==> src/rtl/prince_sbox_cf_reg.sv <==
// rtl/prince_sbox_cf_reg.sv - glitch-barrier register after the 18 CF cells of a masked PRINCE S-box stage
// Optional PRINCE_CF_SKID_EN adds a registered 2-entry skid buffer.
module prince_sbox_cf_reg #(
    parameter int NUM_CF = 18,
    parameter int STAGES = 4,
    parameter int SH_W   = 3
) (
    input  logic              clk,
    input  logic              rst_n,
    input  logic [NUM_CF-1:0] cf_q,
    input  logic              in_valid,
    output logic              in_ready,
    output logic [SH_W-1:0]   x_s0,
    output logic [SH_W-1:0]   x_s1,
    output logic [SH_W-1:0]   x_s2,
    output logic [SH_W-1:0]   y_s0,
    output logic [SH_W-1:0]   y_s1,
    output logic [SH_W-1:0]   y_s2,
    output logic              out_valid,
    input  logic              out_ready,
    output logic [1:0]        stage_idx,
    output logic              last,
    output logic              rnd_req
);

    localparam logic [1:0] LAST_IDX = 2'(STAGES - 1);

    logic [NUM_CF-1:0] main_q, main_d;
    logic              out_valid_q, out_valid_d;
    logic [1:0]        stage_idx_q, stage_idx_d;
    logic              rnd_req_q, rnd_req_d;
    logic              last_q, last_d;
    logic              accept, emit;

`ifdef PRINCE_CF_SKID_EN
    logic [NUM_CF-1:0] skid_q, skid_d;
    logic              skid_full_q, skid_full_d;
    logic              in_ready_q, in_ready_d;

    assign in_ready = in_ready_q;

    // A word arriving while main is stalled parks in skid; emit drains skid first to keep order.
    always_comb begin
        accept      = in_valid && in_ready_q;
        emit        = out_valid_q && out_ready;
        main_d      = main_q;
        skid_d      = skid_q;
        skid_full_d = skid_full_q;
        out_valid_d = out_valid_q;
        if (emit) begin
            if (skid_full_q) begin
                main_d      = skid_q;
                skid_full_d = 1'b0;
            end else if (accept) begin
                main_d = cf_q;
            end else begin
                out_valid_d = 1'b0;
            end
        end else if (accept) begin
            if (out_valid_q) begin
                skid_d      = cf_q;
                skid_full_d = 1'b1;
            end else begin
                main_d      = cf_q;
                out_valid_d = 1'b1;
            end
        end
        in_ready_d = !skid_full_d;
    end
`else
    always_comb begin
        in_ready    = !out_valid_q || out_ready;
        accept      = in_valid && in_ready;
        emit        = out_valid_q && out_ready;
        main_d      = accept ? cf_q : main_q;
        out_valid_d = out_valid_q;
        if (accept) begin
            out_valid_d = 1'b1;
        end else if (emit) begin
            out_valid_d = 1'b0;
        end
    end
`endif

    always_comb begin
        stage_idx_d = stage_idx_q;
        if (emit) begin
            stage_idx_d = (stage_idx_q == LAST_IDX) ? 2'd0 : stage_idx_q + 2'd1;
        end
        rnd_req_d = accept;
        last_d    = out_valid_d && (stage_idx_d == LAST_IDX);
    end

    always_ff @(posedge clk) begin
        if (!rst_n) begin
            main_q      <= '0;
            out_valid_q <= 1'b0;
            stage_idx_q <= 2'd0;
            rnd_req_q   <= 1'b0;
            last_q      <= 1'b0;
`ifdef PRINCE_CF_SKID_EN
            skid_q      <= '0;
            skid_full_q <= 1'b0;
            in_ready_q  <= 1'b1;
`endif
        end else begin
            main_q      <= main_d;
            out_valid_q <= out_valid_d;
            stage_idx_q <= stage_idx_d;
            rnd_req_q   <= rnd_req_d;
            last_q      <= last_d;
`ifdef PRINCE_CF_SKID_EN
            skid_q      <= skid_d;
            skid_full_q <= skid_full_d;
            in_ready_q  <= in_ready_d;
`endif
        end
    end

    // Pure rewiring: shares pass through untouched, never combined.
    always_comb begin
        for (int k = 0; k < SH_W; k++) begin
            x_s0[k] = main_q[SH_W*k];
            x_s1[k] = main_q[SH_W*k+1];
            x_s2[k] = main_q[SH_W*k+2];
            y_s0[k] = main_q[3*SH_W+SH_W*k];
            y_s1[k] = main_q[3*SH_W+SH_W*k+1];
            y_s2[k] = main_q[3*SH_W+SH_W*k+2];
        end
    end

    assign out_valid = out_valid_q;
    assign stage_idx = stage_idx_q;
    assign rnd_req   = rnd_req_q;
    assign last      = last_q;

endmodule
==> config.mk <==
export PLATFORM = sky130hd
export DESIGN_NAME = prince_sbox_cf_reg
export DESIGN_NICKNAME = d
export VERILOG_FILES = /design/src/rtl/prince_sbox_cf_reg.sv
export SDC_FILE = /design/constraint.sdc
export NUM_CORES = 1
export LEC_CHECK = 0
export ABC_AREA = 0
export BUFFER_PORTS_ARGS = -buffer_cell sky130_fd_sc_hd__buf_2
export CAP_MARGIN = 15
export CORE_ASPECT_RATIO = 1.75
export CORE_MARGIN = 5
export CORE_UTILIZATION = 39
export CTS_CLUSTER_SIZE = 14
export DETAILED_ROUTE_END_ITERATION = 7
export GPL_TIMING_DRIVEN = 0
export PLACE_DENSITY = 0.77
export SLEW_MARGIN = 30
export SYNTH_ARGS = -nofsm -noshare
export SYNTH_HDL_FRONTEND = slang
export SYNTH_SLANG_ARGS = --single-unit
==> constraint.sdc <==
create_clock -name clk -period 1.22 [get_ports clk]
set_clock_uncertainty 0.15 [all_clocks]
set_input_delay 0.061 -clock clk [delete_from_list [all_inputs] [get_ports clk]]
set_output_delay 0.061 -clock clk [all_outputs]
set_load 0.005 [all_outputs]
==> metrics.yaml, run 1 <==
status:
  status: "complete, but fails checks"
  violations: "hold timing, setup timing"
global_route:
  met1_usage_pct: 18.3
  grt_busiest_layer: "met2"
  antenna_found_initial: 0
  overflow: 0
  grt_start_max_net_pins: 13
  grt_usage_pct: 18.9
  grt_pass1_vias: 1122
  met3_usage_pct: 6.30
  grt_pass1_wl_um: 4860
  grtUsageMet2_pct: 34.3
yosys:
  synthCells: 105
  synthAdderAreaFrac_pct: 1.36
  yosys_register_bits: 23
  synth-simple-area-share_pct: 15.6
  synth_compound_area_share_pct: 22.9
  ys_warn_count: 0
  seq_area_frac_synth_pct: 49.9
  ys_top_cells_by_area: "dfxtp_1, a21oi_1, nand3_1, o21ai_0, buf_6"
  synth_area_per_cell_um2: 8.79
  synth_cell_type_count: 20
  synth.area.mux_share_pct: 1.08
  yosys.area_share.xor_xnor_pct: 0
  syn-cell-area_um2: 923
  yosysTopAreaCell: "dfxtp_1"
  syn_nets: 128
  yosys.area.top_type_share_pct: 49.9
  synth_top_family_by_area: "compound AO/OA/AOI/OAI gates"
setup_path:
  required_ns: 1.20
  crit_family: "flip-flops"
  cp.buffers_inverters: 2
  r2r_slack_ns: -0.04
  cp.arrival_ns: 1.24
  reg2reg_depth: 5
  critPathKind: "register to register"
  setup.worst_path.start_class: "register"
  cp_slowest_cell: "dfxtp_4"
  rr_endpoint: "main_q[13]"
  crit_path_end_kind: "register"
  r2r-start: "out_valid"
  path_max_fanout: 10
  endpoint: "main_q[13]"
  critPathLaunch: "out_valid"
  crit_chain: "nor2b_4 -> buf_4 -> buf_6 -> o21ai_1 -> a21oi_1"
  cp.depth: 5
  critPathMaxStageDelay_ns: 0.35
placement:
  dp_hpwl_um: 1940
  portBuffers: 45
  gp_congestion: 0.734
  dp_slack_ns: -0.0566
  placed_area_um2: 1180
cells_and_area:
  fin_nets: 202
  antenna_cells: 0
  drive_gt1_share_pct: 43.8
  fin_area_um2: 1530
  area_growth_pct: 66.0
route:
  drtIter0Drc: 31
  drc: 0
  vias: 1059
  drtAntennaViolNets: 0
  first_pass_iters: 5
  wl_per_cell_um: 15.7
  via_per_inst: 5.22
  wirelength_um: 3200
cts:
  cts_buffer_depth: 2
  htree_levels: 1
  numCtsBuffers: 3
  cts_tree: "built"
  clock_sinks: 23
  cts_root_buf: "clkbuf_8"
  clk_pin_slew_ns: 0.08
  clk_latency_ns: 0.26
  ctsHoldBuffers: 19
timing:
  finalCriticalPeriod_ns: 1.26
  layout_setup_ws_ns: -0.0442
  period_share_pct: 104
  hold_viol_final: 2
  finalSetupViolations: 9
  hold_slack_ns: -0.0335
  slew_viol_final: 0
  maxSlewHeadroom_pct: 63.2
  rsz0062_at_grt: "true"
  max_freq_mhz: 791
  tightestPinTransition_ns: 0.552
floorplanning:
  die_h_um: 74.4
  core_um2: 2270
  start_util_pct: 40.6
  rows: 23
  die_area_um2: 3480
  fp.dieW_um: 46.8
  io_pins: 46
power_and_ir_drop:
  ir_drop_uv: 794
  totalPowerFinal_w: 0.00160
  power_density_nw_per_um2: 1040
  leakagePower_nw: 0.688
run:
  drv_cap: 0
min_path:
  hp-class: "input pin to register"
==> worst reg2reg max path, delay by kind of cell (launching register included) <==
kind	cells	cell delay, ns
compound gates	2	0.23
buf+inv	2	0.28
flops	1	0.35
simple gates	1	0.12
==> cells in the final DEF (no fill, tap or decap), drive strengths merged <==
master	n
a211oi	1
a21oi	20
and2b	1
buf	56
clkbuf	8
dfxtp	23
dlygate4sd3	19
ha	1
inv	3
mux2i	1
nand2	2
nand3	19
nand4	1
nor2	2
nor2b	1
nor3	1
o21ai	19
==> through the flow <==
| step | setup TNS, ns | hold slack (ns) | std cells | util (%) |
|---|---|---|---|---|
| detailed placement | -0.654 | 0.170 | 175 | 51.9 |
| floorplan | 0 | 0.0585 | 105 | - |
| finish | -0.176 | -0.0335 | 203 | 67.4 |
| CTS | -0.168 | -0.0491 | 203 | 65.2 |
| global placement | -0.139 | 0.163 | 175 | 51.9 |
| global route | -0.914 | -0.00253 | 203 | 67.4 |
==> registers in the layout (all words and copies together) (netlist names) <==
signal	cells
main_q	18
stage_idx	2
out_valid	1
last	1
rnd_req	1
==> per-layer routing <==
metal	vias to the layer above	wire, um
met5	-	0
li1	516	-
met1	486	1110
met2	45	1730
met3	12	268
met4	0	93
==> logic make-up after synthesis <==
group	after synthesis
compound gates	40
fa+ha+maj	1
buf+inv	13
flops	23
mux	1
simple gates	27
==> synth_stat cells <==
master    instances
nand2_1           2
nor3_1            1
buf_6             4
nand4_1           1
o21ai_2           1
a21oi_1          20
clkbuf_1          3
nor2_1            2
o21ai_0          15
o21ai_1           3
buf_2             2
dfxtp_1          23
mux2i_1           1
ha_1              1
clkbuf_4          1
nor2b_4           1
nand3_1          19
and2b_2           1
inv_1             3
a211oi_2          1
==> area by class of cell <==
cell class / instances / area (um^2)
Buffer: 10 / 77.6
Clock buffer: 4 / 45.0
Fill cell: 175 / 741
Inverter: 3 / 11.3
Multi-Input combinational cell: 69 / 437
Sequential cell: 23 / 464
Tap cell: 25 / 31.3
Timing Repair Buffer: 69 / 467
==> report_power, final <==
part | total [W] | internal, W | switching (W)
sequential | 0.000814 | 0.000791 | 0.0000233
combinational | 0.000318 | 0.000168 | 0.000150
clock | 0.000466 | 0.000233 | 0.000233
==> worst min path at each step <==
stage	start	to	slack, ns	cells after the start
finish	rst_n	main_q[0]	-0.03	3
global route	rst_n	main_q[0]	-0.003	3
CTS	rst_n	main_q[0]	-0.05	3
detailed placement	cf_q[7]	main_q[7]	0.17	3
global placement	cf_q[13]	main_q[13]	0.16	3
floorplan	out_ready	stage_idx[1]	0.06	2
==> what timing repair did <==
action | in CTS | in global routing
gates resized for setup | 15 | 19
setup buffers | 5 | 0
setup endpoints to repair | 20 | 21
hold endpoints to repair | 21 | 1
pin swaps | 0 | 2
No activity file was read; power rests on OpenSTA's default activity.
==> inputs of run 2 (changes only) <==
--- a/config.mk
+++ b/config.mk
@@ -8,13 +8,12 @@
 export ABC_AREA = 0
 export BUFFER_PORTS_ARGS = -buffer_cell sky130_fd_sc_hd__buf_2
 export CAP_MARGIN = 15
-export CORE_ASPECT_RATIO = 1.75
 export CORE_MARGIN = 5
-export CORE_UTILIZATION = 39
+export CORE_UTILIZATION = 44
 export CTS_CLUSTER_SIZE = 14
 export DETAILED_ROUTE_END_ITERATION = 7
 export GPL_TIMING_DRIVEN = 0
-export PLACE_DENSITY = 0.77
+export PLACE_DENSITY = 0.81
 export SLEW_MARGIN = 30
 export SYNTH_ARGS = -nofsm -noshare
 export SYNTH_HDL_FRONTEND = slang
==> constraint.sdc (replaced) <==
create_clock -name clk -period 1.4 [get_ports clk]
set_clock_uncertainty 0.15 [all_clocks]
set_input_delay 0.07 -clock clk [delete_from_list [all_inputs] [get_ports clk]]
set_output_delay 0.07 -clock clk [all_outputs]
set_load 0.005 [all_outputs]
==> metrics.yaml, run 2 (same netlist as run 1, synthesis figures left out) <==
route:
  drtAntennaViolNets: 0  # unchanged
  drc: 0  # unchanged
  m1WireLength_um: 1160  # +4.5%
  wl_per_cell_um: 13.7  # -13%
  met2WireLength_um: 1440  # -16%
  wirelength_um: 2800  # -12%
  met3_length_um: 152  # -43%
  routed.top_layer: "met4"
  first_pass_iters: 5  # unchanged
  drtIter0Drc: 15  # -52%
  via_per_inst: 5.08  # -2.7%
  vias: 1041  # -1.7%
min_path:
  hp-class: "input pin to register"
floorplanning:
  core_um2: 1980  # -13%
  fp.dieW_um: 55.8  # +19%
  rows: 16  # -30%
  io_pins: 46  # unchanged
  die_h_um: 55.8  # -25%
  die_area_um2: 3110  # -10%
  start_util_pct: 46.6  # +6.0 points
timing:
  finalSetupViolations: 0  # -9
  hold_slack_ns: 0.0969  # +0.130 ns
  rsz0062_at_grt: "true"
  slew_viol_final: 0  # unchanged
  hold_viol_final: 0  # -2
  tightestPinTransition_ns: 0.432  # -0.120 ns
  maxSlewHeadroom_pct: 71.2  # +8.0 points
  max_freq_mhz: 737
  setup_tns_ns: 0  # +0.176 ns
  period_share_pct: 96.9
  finalCriticalPeriod_ns: 1.36
global_route:
  grt_pass1_wl_um: 4750  # -2.3%
  grt_start_max_net_pins: 13  # unchanged
  antenna_found_initial: 0  # unchanged
  overflow: 0  # unchanged
  grt_pass1_vias: 1066  # -5.0%
  grt_usage_pct: 18.3  # -0.60 points
setup_path:
  crit_path_end_kind: "primary output"
  cp.arrival_ns: 1.14  # -0.10 ns
  setup.worst_path.start_class: "register"
  required_ns: 1.18  # -0.02 ns
  path_max_fanout: 10  # unchanged
  r2r_slack_ns: 0.09  # +0.13 ns
  critPathKind: "register to primary output"
placement:
  placed_area_um2: 1180  # +0.21%
  gp_congestion: 0.810  # +10%
  dp_hpwl_um: 1720  # -12%
  portBuffers: 45  # unchanged
cells_and_area:
  largest_reg_flops: 18  # unchanged
  fin_area_um2: 1450  # -5.2%
  drive_gt1_share_pct: 36.5  # -7.3 points
  final_cell_mix: "buf_2, dfxtp_1, dlygate4sd3_1"
  area_growth_pct: 57.3
  regArea_um2: 464  # unchanged
  fillers: 154  # -12%
  antenna_cells: 0  # unchanged
  multiInputGateArea_um2: 378  # -13%
  fin_nets: 202  # unchanged
  final_common_cell: "buf_2"
  top_register: "main_q"
cts:
  cts_buffer_depth: 2  # unchanged
  numCtsBuffers: 3  # unchanged
  cts_tree: "built"
  clk_pin_slew_ns: 0.12  # +0.04 ns
  clk_latency_ns: 0.29  # +0.03 ns
  clock_sinks: 23  # unchanged
  htree_levels: 1  # unchanged
  cts_root_buf: "clkbuf_4"
status:
  status: "complete, no violations"
power_and_ir_drop:
  power_density_nw_per_um2: 859  # -18%
  totalPowerFinal_w: 0.00125  # -22%
  ir_drop_uv: 638  # -20%
  leakagePower_nw: 0.676  # -1.7%
run:
  drv_cap: 0  # unchanged
## run 2: cell count changes in the layout (fill, tap and decap cells not counted), moves of 3 or more
cell,delta
clkbuf_4,+3
o21ai_2,-5
nand3_1,+4
o21ai_0,+15
clkbuf_8,-3
o21ai_1,-10
nand3_2,-4
## run 2: layout make-up
type,count,area share [%]
sequential,23,32.0
timing repair buffer,69,32.0
multi-input combinational,69,26.0
buffer,10,5.17
tap,27,2.33
inverter,3,0.775
clock buffer,4,1.81
## run 2: critical path, cell delays in order, from the launching register on
cell and delay [ns]:
dfxtp_4 0.36, nor2b_4 0.17, inv_2 0.06, buf_6 0.14, buf_6 0.11
## run 2: path summary, 6_finish.rpt
check / from / to / cells after the start
setup / recovery: out_valid / in_ready / 4
hold / removal: out_ready / out_valid / 5
setup reg to reg: out_valid / main_q[15] / 5
hold reg to reg: main_q[5] / main_q[5] / 2
## run 2: routing by layer
| metal | up-vias | GRT usage (%) |
|---|---|---|
| li1 | 518 | - |
| met1 | 475 | 21.7 |
| met2 | 42 | 32.8 |
| met3 | 6 | 3.71 |
| met4 | 0 | 6.10 |
| met5 | - | 0 |
## run 2: power breakdown
part	internal [W]	switching [W]	total (W)
Combinational	0.000137	0.000113	0.000249
Clock	0.000111	0.000182	0.000293
Sequential	0.000690	0.0000166	0.000706
## run 2: through the flow
| stage | instances | setup WS, ns | utilization, % |
|---|---|---|---|
| 3_3_place_gp | 177 | 0.167 | 59.7 |
| 6_report | 205 | 0.0433 | 73.3 |
| 5_1_grt | 205 | -0.0137 | 73.3 |
| 2_1_floorplan | 105 | 0.214 | - |
| 4_1_cts | 203 | 0.0156 | 72.2 |
| 3_5_place_dp | 177 | 0.126 | 59.7 |
## run 2: timing repair
item	CTS	global route
hold endpoints to repair	21	0
setup buffers	1	2
hold buffers	21	0
endpoints found under the setup margin	1	2
gates resized for setup	3	3
